$ cat src/rtl/audio_pkg.sv
// audio_pkg: shared constants and note indices for the note synthesizer audio path
package audio_pkg;
    localparam int N_NOTES  = 12;
    localparam int SAMPLE_W = 8;
    localparam int VOL_W    = 4;
    localparam int CLK_HZ   = 25_000_000;
    localparam int IDX_DO   = 0;
    localparam int IDX_DOS  = 1;
    localparam int IDX_RE   = 2;
    localparam int IDX_RES  = 3;
    localparam int IDX_MI   = 4;
    localparam int IDX_FA   = 5;
    localparam int IDX_FAS  = 6;
    localparam int IDX_SOL  = 7;
    localparam int IDX_SOLS = 8;
    localparam int IDX_LA   = 9;
    localparam int IDX_LAS  = 10;
    localparam int IDX_SI   = 11;
endpackage

$ cat src/rtl/sigma_delta_dac.sv
// sigma_delta_dac: first-order sigma-delta modulator, carry of the accumulator is the output bit
module sigma_delta_dac
    import audio_pkg::*;
(
    input  logic                clk,
    input  logic                rst,
    input  logic [SAMPLE_W-1:0] din,
    output logic                dout
);
    logic [SAMPLE_W-1:0] acc_q;
    logic                dout_q;
    logic [SAMPLE_W:0]   sum;
    assign sum  = {1'b0, acc_q} + {1'b0, din};
    assign dout = dout_q;
    always_ff @(posedge clk) begin
        if (rst) begin
            acc_q  <= '0;
            dout_q <= 1'b0;
        end else begin
            acc_q  <= sum[SAMPLE_W-1:0];
            dout_q <= sum[SAMPLE_W];
        end
    end
endmodule

$ cat src/rtl/audio_mixer_dac.sv
// audio_mixer_dac: popcount mixer of note waves, volume scaling with saturation, sigma-delta output.
// Define AUDIO_ENVELOPE_EN to ramp the gain one step per sample tick towards vol.
module audio_mixer_dac
    import audio_pkg::*;
#(
    parameter int N_VOICES   = N_NOTES,
    parameter int SAMPLE_DIV = 256,
    parameter int MIX_SHIFT  = 0
) (
    input  logic                clk,
    input  logic                rst,
    input  logic [N_VOICES-1:0] onda,
    input  logic [VOL_W-1:0]    vol,
    output logic [SAMPLE_W-1:0] sample,
    output logic                sample_valid,
    output logic                clip,
    output logic                audio_out
);
    localparam int DW = $clog2(SAMPLE_DIV);
    localparam int MW = $clog2(N_VOICES + 1);
    localparam int LW = MW + VOL_W + MIX_SHIFT + 1;
    logic [N_VOICES-1:0] meta_q, onda_s_q;
    logic [DW-1:0]       div_q;
    logic [SAMPLE_W-1:0] sample_q, sample_d;
    logic                sample_valid_q, clip_q, tick, sat;
    logic [MW-1:0]       mix;
    logic [VOL_W-1:0]    g;
    logic [LW-1:0]       lvl;
    assign tick = div_q == DW'(SAMPLE_DIV - 1);
`ifdef AUDIO_ENVELOPE_EN
    logic [VOL_W-1:0] g_q;
    assign g = g_q < vol ? g_q + 1'b1 : g_q > vol ? g_q - 1'b1 : g_q;
`else
    assign g = vol;
`endif
    always_comb begin
        mix = '0;
        for (int i = 0; i < N_VOICES; i++) mix = mix + MW'(onda_s_q[i]);
    end
    // Full-width product so saturation sees the true level before truncation.
    assign lvl      = (LW'(mix) * LW'(g)) << MIX_SHIFT;
    assign sat      = lvl > LW'((1 << SAMPLE_W) - 1);
    assign sample_d = sat ? '1 : lvl[SAMPLE_W-1:0];
    always_ff @(posedge clk) begin
        if (rst) begin
            meta_q         <= '0;
            onda_s_q       <= '0;
            div_q          <= '0;
            sample_q       <= '0;
            sample_valid_q <= 1'b0;
            clip_q         <= 1'b0;
`ifdef AUDIO_ENVELOPE_EN
            g_q            <= '0;
`endif
        end else begin
            meta_q         <= onda;
            onda_s_q       <= meta_q;
            div_q          <= tick ? '0 : div_q + 1'b1;
            sample_valid_q <= tick;
            if (tick) begin
                sample_q <= sample_d;
                clip_q   <= sat;
`ifdef AUDIO_ENVELOPE_EN
                g_q      <= g;
`endif
            end
        end
    end
    assign sample       = sample_q;
    assign sample_valid = sample_valid_q;
    assign clip         = clip_q;
    sigma_delta_dac u_dac (
        .clk  (clk),
        .rst  (rst),
        .din  (sample_q),
        .dout (audio_out)
    );
endmodule
$ cat config.mk
export PLATFORM = sky130hd
export DESIGN_NAME = audio_mixer_dac
export DESIGN_NICKNAME = d
export VERILOG_FILES = /design/src/rtl/audio_pkg.sv /design/src/rtl/sigma_delta_dac.sv /design/src/rtl/audio_mixer_dac.sv
export SDC_FILE = /design/constraint.sdc
export NUM_CORES = 1
export LEC_CHECK = 0
export ABC_AREA = 1
export BUFFER_PORTS_ARGS = -buffer_cell sky130_fd_sc_hd__buf_2
export CAP_MARGIN = 25
export CORE_MARGIN = 2
export CORE_UTILIZATION = 62
export CTS_CLUSTER_SIZE = 10
export DETAILED_ROUTE_END_ITERATION = 7
export PLACE_DENSITY = 0.84
export SLEW_MARGIN = 20
export SYNTH_ARGS = -nofsm -noshare
export SYNTH_HDL_FRONTEND = slang
export SYNTH_SLANG_ARGS = --single-unit
export TNS_END_PERCENT = 5
$ cat constraint.sdc
create_clock -name clk -period 8.29 [get_ports clk]
set_input_delay 0.4145 -clock clk [delete_from_list [all_inputs] [get_ports clk]]
set_output_delay 0.4145 -clock clk [all_outputs]
set_load 0.1 [all_outputs]
==> impl_metrics.py <==
metrics = {
    "route": {
        "via_per_inst": 4.73,
        "route.vias.total": 1968,
        "routed_wl_microns": 4100,
        "dr.pass1.iters": 4,
        "wl_per_cell_microns": 9.85,
        "ant_nets": 0,
        "drt-initial-drc-count": 94,
        "drc": 0,
    },
    "cts": {
        "cts_hold_buffers": 0,
        "root_buffer": "clkbuf_8",
        "tritoncts": "yes",
        "cts_buffers": 5,
        "ctsResizeCount": 0,
        "clock_latency_ps": 300,
        "clock-sinks": 50,
        "ctsHtreeMaxLevel": 2,
        "clockBufferDepth": 2,
        "path_clk_slew_ps": 90,
        "post_cts_buffers": 0,
    },
    "power": {
        "p_leak_nw": 1.64,
        "powerDensity_nw_per_um2": 174,
        "power_mw": 0.507,
        "vdd.ir_drop.worst_uv": 128,
    },
    "cells_and_area": {
        "fin_cells": 416,
        "fillers": 330,
        "final_nets": 420,
        "layout-drive-gt1-share_pct": 11.5,
        "area_growth_pct": 10.8,
        "stdcell_area_sq_um": 2910,
        "utilization_pct": 72.2,
        "antenna_cells": 0,
    },
    "logic_synthesis": {
        "synth-edff-count": 0,
        "seq_area_frac_synth_pct": 38.1,
        "syn_inst": 336,
        "synthFlopType": "dfxtp_1",
        "synth.ff_latch_count": 50,
        "ys_types": 26,
        "synth_nets": 391,
        "synth.avg_cell_area_sq_um": 7.82,
        "synth_area_sq_um": 2630,
        "ys_top_cells_by_count": "inv_1, nand2_1, dfxtp_1, nor2_1, ha_1",
        "yosys.area.top_type_share_pct": 38.1,
        "yosys-top-cells-area": "dfxtp_1, ha_1, inv_1",
        "async_flop_share_pct": 0,
        "yosys.cell_count.top_type": "inv_1",
        "synth_top_cell_by_area": "dfxtp_1",
        "yosys_warnings": 0,
    },
    "floorplan": {
        "core_area_sq_um": 4030,
        "initial_core_util_pct": 65.2,
        "die-area_sq_um": 4770,
        "rows": 23,
        "num_io_pins": 29,
        "die_w_microns": 69.1,
        "die_y_microns": 69.1,
    },
    "sta": {
        "setup_ws_ps": 2830,
        "finalCriticalPeriod_ps": 5460,
        "maxSlewViolCount": 0,
        "worst-slew-pin-transition_ps": 543,
        "hold_viol_final": 0,
        "setup_viol": 0,
        "max_freq_mhz": 183,
        "final.setup.tns_ps": 0,
        "rsz0062_at_grt": "false",
        "min_period_over_period_pct": 65.9,
        "skew_ps": 7.11,
        "slew_headroom_pct": 63.8,
        "hold_slack_ps": 311,
    },
    "worst_setup_path": {
        "critPathKind": "reg2reg",
        "critPathArrivalTime_ps": 5660,
        "rrSetupSlack_ps": 2830,
        "critPathRequiredTime_ps": 8490,
        "crit_path_end_kind": "register",
        "cp-start-kind": "register",
        "crit_fanout": 4,
    },
    "grt": {
        "grt_pass1_vias": 1870,
        "antenna_found_initial": 0,
        "grt_pass1_wl_microns": 7510,
        "overflow": 0,
        "track_usage_pct": 19.1,
        "grt_max_degree": 29,
    },
    "placed_design": {
        "pre_cts_ws_ps": 2810,
        "dp.cells": 408,
        "port_buffers": 27,
        "dp_hpwl_microns": 3150,
        "dpl_cell_area_sq_um": 2800,
        "routabilityCongestion": 0.833,
    },
    "flow_run": {
        "drv_cap": 0,
    },
    "outcome": {
        "status": "finished clean",
    },
    "hold_path": {
        "min_path_type": "in2reg",
    },
}
path summary, 6_finish.rpt:
check                               from  cells after the start                endpoint
setup / recovery  onda_s_q[0]$_SDFF_PP0_                     19  sample[6]$_SDFFE_PP0P_
hold / removal                   onda[6]                      3    meta_q[6]$_SDFF_PP0_
setup reg to reg  onda_s_q[0]$_SDFF_PP0_                     19  sample[6]$_SDFFE_PP0P_
hold reg to reg     meta_q[9]$_SDFF_PP0_                      2  onda_s_q[9]$_SDFF_PP0_
flip-flops by register name (all words and copies together), names as in the netlist:
name,count
div_q,8
meta_q,12
onda_s_q,12
sample,8
sample_valid,1
u_dac.acc_q,8
u_dac.dout,1
kinds of logic after synthesis:
| group | after synthesis | synth area share, % |
|---|---|---|
| simple gates | 141 | 23.2 |
| buf+inv | 83 | 12.2 |
| flops | 50 | 38.1 |
| fa+ha+maj | 37 | 21.1 |
| compound gates | 20 | 4.00 |
| xor+xnor | 4 | 1.33 |
| other cells | 1 | 0.143 |
layout make-up:
| type | instances | area, sq um | share of cell area [%] |
|---|---|---|---|
| clock buffer | 5 | 68.8 | 2.37 |
| clock inverter | 3 | 43.8 | 1.51 |
| inverter | 78 | 293 | 10.1 |
| multi-input combinational | 203 | 1310 | 44.9 |
| sequential | 50 | 1000 | 34.4 |
| tap | 50 | 62.6 | 2.15 |
| timing repair buffer | 27 | 135 | 4.65 |
metal layers:
metal | track usage, % | vias up | wire, microns
met1 | 21.5 | 866 | 1900
met5 | 0 | - | 0
met4 | 7.19 | 0 | 51
li1 | - | 1058 | -
met2 | 34.2 | 38 | 2000
met3 | 5.12 | 6 | 146
worst max-delay path: stages, from the launching register on:
cell and delay, ps:
dfxtp_1 310, inv_1 50, fa_1 500, fa_1 540
fa_1 430, fa_1 490, inv_1 40, ha_1 200
fa_1 380, xnor2_1 180, or2_2 300, fa_1 480
inv_1 50, fa_1 530, fa_1 480, nand3_1 100
nand2_1 60, xor2_1 140, nand2_1 50, nand2_1 40
placed cells by master, fill, tap and decap left out, drive strengths merged:
cell type and n:
a21o 1, o21ai 5, dfxtp 50, conb 1, inv 79, clkinv 1
nand3 20, bufinv 1, clkbuf 5, o21bai 1, ha 25, xnor2 1
and2 1, nor2 53, xor2 3, nor3b 2, fa 12, a21oi 13
nand4 2, or2 3, buf 27, nand2 60
where the power goes:
part           internal (mW)  switching [mW]  total, mW
combinational         0.0350          0.0515     0.0866
sequential             0.247         0.00205      0.249
clock                 0.0905          0.0814      0.172
Note: power is estimated with default switching activity, not from simulation.
